[src/rtl/uart_tx_dev.sv]
// uart_tx_dev: memory-mapped 8N1 serial transmitter with a small TX FIFO.
// Registers (Addr[3:2]): 0 DATA, 1 STATUS, 2 CTRL, 3 DIV.
module uart_tx_dev #(
  parameter int          FIFO_DEPTH = 4,
  parameter logic [15:0] DIV_RESET  = 16'd434
) (
  input  logic        clk,
  input  logic        reset,
  input  logic [29:0] Addr,
  input  logic        WE,
  input  logic [31:0] Din,
  output logic [31:0] Dout,
  output logic        IRQ,
  output logic        TxD
);

  localparam int PW = (FIFO_DEPTH > 1) ? $clog2(FIFO_DEPTH) : 1;
  localparam int CW = $clog2(FIFO_DEPTH) + 1;

  typedef enum logic [1:0] {S_IDLE, S_START, S_DATA, S_STOP} state_t;

  state_t          r_state, w_state_nxt;
  logic [7:0]      r_mem [FIFO_DEPTH];
  logic [PW-1:0]   r_wptr, r_rptr;
  logic [CW-1:0]   r_count;
  logic            r_ovf, r_txen, r_irqen;
  logic [15:0]     r_div;
  logic [7:0]      r_shift;
  logic [2:0]      r_bitcnt;
  logic [15:0]     r_baud;

  logic            w_sel_data, w_sel_stat, w_sel_ctrl, w_sel_div;
  logic            w_full, w_empty, w_push, w_pop, w_baud_zero, w_busy;
  logic [15:0]     w_div_m1;
  logic [4:0]      w_cnt5;
  logic            w_unused;

  assign w_sel_data  = WE && (Addr[1:0] == 2'd0);
  assign w_sel_stat  = WE && (Addr[1:0] == 2'd1);
  assign w_sel_ctrl  = WE && (Addr[1:0] == 2'd2);
  assign w_sel_div   = WE && (Addr[1:0] == 2'd3);
  assign w_full      = (r_count == CW'(FIFO_DEPTH));
  assign w_empty     = (r_count == '0);
  // Fullness uses the pre-cycle count, so a push into a full FIFO drops even if a pop happens now.
  assign w_push      = w_sel_data && !w_full;
  assign w_pop       = (r_state == S_IDLE) && r_txen && !w_empty;
  assign w_baud_zero = (r_baud == 16'd0);
  // A stored DIV of 0 behaves like 1: reload value 0 gives a one-clock bit.
  assign w_div_m1    = (r_div == 16'd0) ? 16'd0 : r_div - 16'd1;
  assign w_cnt5      = 5'(r_count);
  assign w_unused    = &{1'b0, Addr[29:2], Din[31:16]};

  // FIFO storage; stale entries are harmless because the pointers define validity.
  always_ff @(posedge clk) begin
    if (w_push) r_mem[r_wptr] <= Din[7:0];
  end

  // FIFO pointers and occupancy count.
  always_ff @(posedge clk) begin
    if (reset) begin
      r_wptr  <= '0;
      r_rptr  <= '0;
      r_count <= '0;
    end else begin
      if (w_push) r_wptr <= r_wptr + 1'b1;
      if (w_pop)  r_rptr <= r_rptr + 1'b1;
      case ({w_push, w_pop})
        2'b10:   r_count <= r_count + 1'b1;
        2'b01:   r_count <= r_count - 1'b1;
        default: r_count <= r_count;
      endcase
    end
  end

  // Control, divisor and sticky overflow registers.
  always_ff @(posedge clk) begin
    if (reset) begin
      r_txen  <= 1'b0;
      r_irqen <= 1'b0;
      r_div   <= DIV_RESET;
      r_ovf   <= 1'b0;
    end else begin
      if (w_sel_data && w_full) r_ovf <= 1'b1;
      else if (w_sel_stat)      r_ovf <= 1'b0;
      if (w_sel_ctrl) begin
        r_txen  <= Din[0];
        r_irqen <= Din[1];
      end
      if (w_sel_div) r_div <= Din[15:0];
    end
  end

  // FSM state register.
  always_ff @(posedge clk) begin
    if (reset) r_state <= S_IDLE;
    else       r_state <= w_state_nxt;
  end

  // FSM next-state logic.
  always_comb begin
    w_state_nxt = r_state;
    case (r_state)
      S_IDLE:  if (w_pop) w_state_nxt = S_START;
      S_START: if (w_baud_zero) w_state_nxt = S_DATA;
      S_DATA:  if (w_baud_zero && (r_bitcnt == 3'd7)) w_state_nxt = S_STOP;
      S_STOP:  if (w_baud_zero) w_state_nxt = S_IDLE;
      default: w_state_nxt = S_IDLE;
    endcase
  end

  // Shift register, bit counter and baud counter; DIV is resampled at every bit boundary.
  always_ff @(posedge clk) begin
    if (reset) begin
      r_shift  <= 8'd0;
      r_bitcnt <= 3'd0;
      r_baud   <= 16'd0;
    end else if (r_state == S_IDLE) begin
      if (w_pop) begin
        r_shift  <= r_mem[r_rptr];
        r_bitcnt <= 3'd0;
        r_baud   <= w_div_m1;
      end
    end else if (w_baud_zero) begin
      r_baud <= w_div_m1;
      if (r_state == S_DATA) begin
        r_shift  <= r_shift >> 1;
        r_bitcnt <= r_bitcnt + 3'd1;
      end
    end else begin
      r_baud <= r_baud - 16'd1;
    end
  end

  // FSM outputs: serial line level and busy flag.
  always_comb begin
    TxD    = 1'b1;
    w_busy = 1'b1;
    case (r_state)
      S_IDLE:  w_busy = 1'b0;
      S_START: TxD    = 1'b0;
      S_DATA:  TxD    = r_shift[0];
      S_STOP:  TxD    = 1'b1;
      default: w_busy = 1'b0;
    endcase
  end

  assign IRQ = r_irqen && w_empty && (r_state == S_IDLE);

  // Read mux; reads have no side effects.
  always_comb begin
    Dout = 32'd0;
    case (Addr[1:0])
      2'd1:    Dout = {23'd0, w_cnt5, r_ovf, w_empty, w_full, w_busy};
      2'd2:    Dout = {30'd0, r_irqen, r_txen};
      2'd3:    Dout = {16'd0, r_div};
      default: Dout = 32'd0;
    endcase
  end

endmodule

[config.mk]
export PLATFORM = sky130hd
export DESIGN_NAME = uart_tx_dev
export DESIGN_NICKNAME = d
export VERILOG_FILES = /design/src/rtl/uart_tx_dev.sv
export SDC_FILE = /design/constraint.sdc
export NUM_CORES = 1
export LEC_CHECK = 0
export BUFFER_PORTS_ARGS = -buffer_cell sky130_fd_sc_hd__buf_4
export CORE_MARGIN = 2
export CORE_UTILIZATION = 50
export CTS_BUF_LIST = sky130_fd_sc_hd__clkbuf_16
export CTS_CLUSTER_DIAMETER = 40
export DETAILED_ROUTE_END_ITERATION = 10
export MAX_ROUTING_LAYER = met4
export PLACE_DENSITY_LB_ADDON = 0.05
export SLEW_MARGIN = 15
export SYNTH_ARGS = -nofsm -noshare
export SYNTH_HDL_FRONTEND = slang
export SYNTH_SLANG_ARGS = --single-unit
[constraint.sdc]
create_clock -name clk -period 3.1 [get_ports clk]
set_input_delay 0 -clock clk [delete_from_list [all_inputs] [get_ports clk]]
set_output_delay 0 -clock clk [all_outputs]
set_load 0.01 [all_outputs]
After elaboration in Yosys (flattened, before gate mapping)
Memory sizes are Yosys's and may differ from the RTL's. A register that Yosys moved wholly into a read port is not among the register bits.
Cells that the tools add are included.
{ "word_totals": {"register_bits": 55, "ramBits": 32, "input_bits": 65, "output_inout_bits": 34, "elab_cells": 84, "mem_count": 1} }
{ "memory_table": {"columns": ["memory", "depth", "word_bits", "rd", "rd_clocked_by_memory_dff", "wr", "line_no", "text"], "rows": [
  ["r_mem", 4, 8, 1, 1, 1, "23", "logic [7:0] r_mem [FIFO_DEPTH];"]
]} }
{ "classes": {"add_sub_neg": 7, "eq_ne": 14, "muxes": 27, "n_reduce_logical": 24} }
{ "ops": {"columns": ["cell", "n"], "rows": [
  ["$mux W16", 4],
  ["$pmux W16 S3", 1],
  ["$logic_not A16 Y1", 2],
  ["$mux W8", 4],
  ["$sub A16 B1 Y16 const B", 2],
  ["$mux W2", 6],
  ["$mux W3", 4],
  ["$logic_and A1 B1 Y1", 11],
  ["$eq A2 B2 Y1 const B", 5],
  ["$ne A2 B2 Y1 const B", 4],
  ["$pmux W2 S4", 1],
  ["$reduce_bool A2 Y1", 4],
  ["$add A3 B1 Y3 const B", 2],
  ["$eq A2 B1 Y1 const B", 3],
  ["$eq A3 B3 Y1 const B", 2],
  ["$pmux W3 S2", 1],
  ["$mux W1", 5],
  ["$add A2 B1 Y2 const B", 2],
  ["$logic_not A2 Y1", 2],
  ["$reduce_and A4 Y1", 1],
  ["$logic_not A3 Y1", 1],
  ["$reduce_and A3 Y1", 1],
  ["$sub A3 B1 Y3 const B", 1],
  ["$logic_not A1 Y1", 2],
  ["$pmux W1 S2", 1]
]} }

Logic depth before layout (Yosys ltp)
{ "depth": {"depth_word": 5, "depth_mapped": 11, "ltp_nobuf": 10} }

Least setup slack after synthesis
OpenSTA, ideal clock, no wires.
{ "synth_timing": {"kind": "reg-to-reg", "startpoint": "register r_state[0]", "endpoint": "register r_count[2]", "setup_time_ps": 70, "t_arrival_ps": 2264, "t_required_ps": 3030, "path_slack_ps": 766, "stages_incl_launch_ff": 12, "n_path_buf": 2, "period_less_slack_ps": 2334, "path_cell_list": "dfxtp_1 -> inv_1 -> ha_1 -> clkbuf_1 -> and3_1 -> clkbuf_1 -> ha_1 -> inv_1 -> fa_1 -> xor2_1 -> or3_1 -> a21oi_1"} }
{ "synth_via": {"elab_chain_len": 5, "elab_cells_between_ends": 7, "cone_classes": "eq/ne: 2; mux: 1; reduce/logical: 4"} }
{ "synth_lines": {"columns": ["element", "line_no", "text"], "rows": [
  ["start, declared", "22", "state_t r_state, w_state_nxt;"],
  ["start signal, assigned", "96", "else r_state <= w_state_nxt;"],
  ["$logic_not A2 Y1 (*)", "46", "assign w_pop = (r_state == S_IDLE) && r_txen && !w_empty;"],
  ["$logic_and A1 B1 Y1 (*) (2 in a row)", "46", null],
  ["net w_pop", "33", "logic w_full, w_empty, w_push, w_pop, w_baud_zero, w_busy;"],
  ["$eq A2 B1 Y1 / $eq A2 B2 Y1 (equally long branches)", "67", "case ({w_push, w_pop})"],
  ["$pmux W3 S2 / $reduce_bool A2 Y1 (equally long branches)", null, null],
  ["end signal, assigned", "68", "2'b10: r_count <= r_count + 1'b1;"],
  ["end signal, assigned", "69", "2'b01: r_count <= r_count - 1'b1;"],
  ["end signal, assigned", "70", "default: r_count <= r_count;"],
  ["end, declared", "25", "logic [CW-1:0] r_count;"]
]} }
Mark *: on every way through the listed nets, which the timed path passes. The rest lies on a longest branch.
A chain may end at the register's enable or synchronous reset.

Worst setup path in the final report
{ "layout_timing": {"startpoint": "register r_baud[0]", "endpoint": "register r_baud[8]"} }
{ "layout_via": {"elab_chain_len": 3, "elab_cells_between_ends": 4, "cone_classes": "add/sub: 1; mux: 2; reduce/logical: 1"} }
{ "layout_lines": {"columns": ["element", "line_no", "text"], "rows": [
  ["start, declared", "30", "logic [15:0] r_baud;"],
  ["start signal, assigned", "121", "r_baud <= w_div_m1;"],
  ["start signal, assigned", "124", "r_baud <= w_div_m1;"],
  ["start signal, assigned", "130", "r_baud <= r_baud - 16'd1;"],
  ["$sub A16 B1 Y16 / $logic_not A16 Y1 (equally long branches)", "130, 47", null],
  ["$mux W16 (*)", "123", "end else if (w_baud_zero) begin"],
  ["$mux W16 (*)", "117", "end else if (r_state == S_IDLE) begin"]
]} }
Mark *: on every way between the ends. The rest lies on a longest branch, timed or not.

==> results.toml <==
[setup_path]
cp_top_family = "simple AND/OR/NAND/NOR gates"
startpoint_type = "flip-flop"
r2r_end = "r_baud[8]$_SDFFE_PP0N_"
path_cells = "inv_1 > ha_1 > or4b_4 > o41a_1 > nor2_1 > o21ai_0 > nor4bb_1"
arrival_ns = 2.74
cp.depth = 7
rr_worst_depth = 7
crit_required_ns = 3.30
r2r-start = "r_baud[0]$_SDFFE_PP0N_"
setup.worst_path.class = "flip-flop to flip-flop"
cp_max_fo = 15
slowest_delay_ns = 0.68
rrSetupSlack_ns = 0.56
end_kind = "flip-flop"
worst-path-buf-inv = 1
slowest_stage = "o41a_1"

[clock_network]
h-tree-depth = 3
cts_tree = "done"
root_buffer = "clkbuf_16"
postCtsResizedCells = 0
numCtsBuffers = 9
cts_buffer_depth = 2
clk_latency_ns = 0.34
cts_setup_buffers = 0
clk_pin_slew_ns = 0.07
cts.sinks = 89

[timing]
fin_crit_ns = 2.542
worstMarginPinSlew_ns = 0.6581
fin_tns_setup_ns = 0
max_freq_ghz = 0.3935
skew_ns = 0.007250
min_period_over_period = 0.8199
whs_ns = 0.1722
drv_slew = 0
setup_viol = 0
max-slew-margin-rel = 0.5612
hold_violations = 0
grt_setup_unrepaired = "no"

[power_and_ir_drop]
p_switching_mw = 1.313
powerDensity_nw_per_um2 = 696.1
ir_drop_mv = 0.3474
p_sw_frac = 0.3499
intPower_mw = 2.440
pwr-share-comb = 0.312
power_leakage_nw = 2.118
clkPwrFrac = 0.307
p_seq_frac = 0.381

[worst_hold_path]
hp-start = "reset"
min_to = "r_baud[5]$_SDFFE_PP0N_"
hp-class = "primary input to flip-flop"
hold_depth = 2

[global_route]
grt_max_degree = 59
grt_pass1_vias = 3267
grt_pass1_wl_um = 16790
grt-ovfl-total = 0
grtUsageTotal = 0.2202
antenna_found_initial = 0

[drt]
drc_errors = 0
drt-initial-drc-count = 175
wire_per_inst_um = 15.98
ant_nets = 0
viasPerCell = 5.571
first_pass_iters = 4
vias = 3532
wl_um = 10130

[cells_and_area]
areaGrowthSynthToFinish_pct = 17.28
fillers = 757
nNetsFinal = 602
n_antenna_cell = 0
drive_above_1_share = 0.1483

[placed_design]
place_hpwl_um = 6864
gp_congestion = 0.8903
portBuffers = 38

[yosys]
async_reset_ff_frac = 0
synth_cell_type_count = 53
synth_top_area_share = 0.2482
synth_top_area_cell = "dfxtp_1"
syn_area_um2 = 4597
ys_ff_latch = 89
ys.flop_type = "dfxtp_1"
synth_edf_count = 32
avgSynthCellArea_um2 = 9.678
netlist_instances = 475
synth_area_leaders = "dfxtp_1 25%, edfxtp_1 21%, nand2_1 4.4%"
synth_warnings = 0
seq_area_frac_synth = 0.4573

[outcome]
status = "complete, no violations"

[floorplan]
initial_utilization = 0.5220
dieHeight_um = 99.89
design.die.area_um2 = 9977
io_pins = 99
core_um2 = 8806
num_rows = 34
fp.dieW_um = 99.89

[flow_run]
maxCapViolCount = 0
state kept, by name (all words and copies together) (netlist names), 2 cells and up, named ones only:
signal and cells:
r_mem 32, r_baud 16, r_div 16, r_shift 8, r_bitcnt 3, r_count 3, r_rptr 2, r_state 2
r_wptr 2
metrics by stage:
stage	std cells	instance area [µm²]	utilization	power, mW	setup WS (ns)
finish	634	5391	0.6122	3.753	0.5584
global route	634	5391	0.6122	3.974	0.3941
CTS	634	5391	0.6122	3.761	0.5489
detailed placement	600	4891	0.5554	2.596	0.5738
global placement	600	4891	0.5554	2.582	0.6273
floorplan	490	4653	-	2.342	0.7659
worst max-delay path by stage:
| stage | endpoint | start |
|---|---|---|
| 2_1_floorplan | r_count[2]$_SDFFE_PP0P_ | r_state[0]$_SDFFE_PP0P_ |
| 3_3_place_gp | r_count[2]$_SDFFE_PP0P_ | r_state[1]$_SDFFE_PP0P_ |
| 3_5_place_dp | r_count[2]$_SDFFE_PP0P_ | r_state[1]$_SDFFE_PP0P_ |
| 4_1_cts | r_count[2]$_SDFFE_PP0P_ | r_state[1]$_SDFFE_PP0P_ |
| 5_1_grt | r_baud[4]$_SDFFE_PP0N_ | r_baud[0]$_SDFFE_PP0N_ |
| 6_report | r_baud[8]$_SDFFE_PP0N_ | r_baud[0]$_SDFFE_PP0N_ |
worst register-to-register path, stage by stage, from the launching register on:
cell and delay (ns):
dfxtp_1 0.36, inv_1 0.10, ha_1 0.15, or4b_4 0.51
o41a_1 0.68, nor2_1 0.26, o21ai_0 0.17, nor4bb_1 0.17
power groups by stage:
stage / registers (mW) / logic [mW] / clock network [mW]
6_report: 1.43 / 1.17 / 1.15
5_1_grt: 1.45 / 1.31 / 1.22
4_1_cts: 1.43 / 1.17 / 1.17
3_5_place_dp: 1.45 / 1.14 / 0
3_3_place_gp: 1.45 / 1.13 / 0
2_1_floorplan: 1.42 / 0.920 / 0
synthesized netlist by cell type, drive strengths merged (3+ instances only):
| cell | n |
|---|---|
| dfxtp | 57 |
| nand2 | 54 |
| nor2 | 44 |
| a21oi | 37 |
| edfxtp | 32 |
| buf | 23 |
| o21ai | 22 |
| clkbuf | 18 |
| ha | 15 |
| inv | 15 |
| mux2i | 15 |
| nor3 | 15 |
| xor2 | 13 |
| and3 | 12 |
| a211oi | 11 |
| nor4 | 11 |
| nand3 | 10 |
| mux4 | 8 |
| or4 | 7 |
| nor2b | 6 |
| and2 | 5 |
| nand3b | 5 |
| xnor2 | 5 |
| or3 | 4 |
| a211o | 3 |
layout make-up:
class | count | area, µm² | area share
clock buffers | 9 | 225.2 | 0.04177
clock inverters | 7 | 95.09 | 0.01764
inverters | 15 | 56.30 | 0.01044
multi-input cells | 345 | 2275 | 0.4219
flip-flops and latches | 89 | 2102 | 0.3899
well taps | 108 | 135.1 | 0.02506
repair buffers | 61 | 503.0 | 0.09329
metal layers:
metal | share of wire | up-vias | track usage
met4 | 0.011 | 0 | 0.05269
met1 | 0.48 | 1679 | 0.3111
met3 | 0.036 | 13 | 0.03691
li1 | - | 1761 | -
met5 | 0 | - | -
met2 | 0.47 | 79 | 0.3347
logic make-up after synthesis:
| logic type | synth area share |
|---|---|
| mux | 0.07430 |
| fa+ha+maj | 0.04518 |
| flops | 0.4573 |
| buf+inv | 0.06015 |
| xor+xnor | 0.03429 |
| other cells | 0.0008158 |
| compound gates | 0.1184 |
| simple gates | 0.2096 |
cell usage in the layout, fill, tap and decap left out, types with 2 or more instances in the layout:
cell,instances
dfxtp_1,57
or4_1,4
o31ai_1,2
ha_1,15
o21ai_0,20
nor3_1,13
xor2_1,13
a21oi_1,37
a31oi_1,2
nand3b_1,5
xnor2_1,5
nor2_1,43
nand3_1,10
inv_8,2
nor2b_1,6
nand4_1,2
nand4b_1,2
nor4_4,2
inv_6,2
conb_1,16
nor4_1,9
a211o_1,3
and3_1,12
nor3b_1,2
mux4_2,8
nor3_2,2
nand2_1,54
or3_1,4
inv_1,15
dlygate4sd3_1,18
buf_4,43
clkbuf_16,9
a22o_1,2
mux2i_1,15
or4_4,3
and2_1,5
edfxtp_1,32
o21ai_1,2
a21o_1,2
a211oi_1,11
repair_timing:
item | 4_1_cts | 5_1_grt
setup endpoints to repair | 0 | 0
hold buffers | 18 | 0
hold endpoints to repair | 51 | 0
Note: power is estimated with default switching activity, not from simulation.
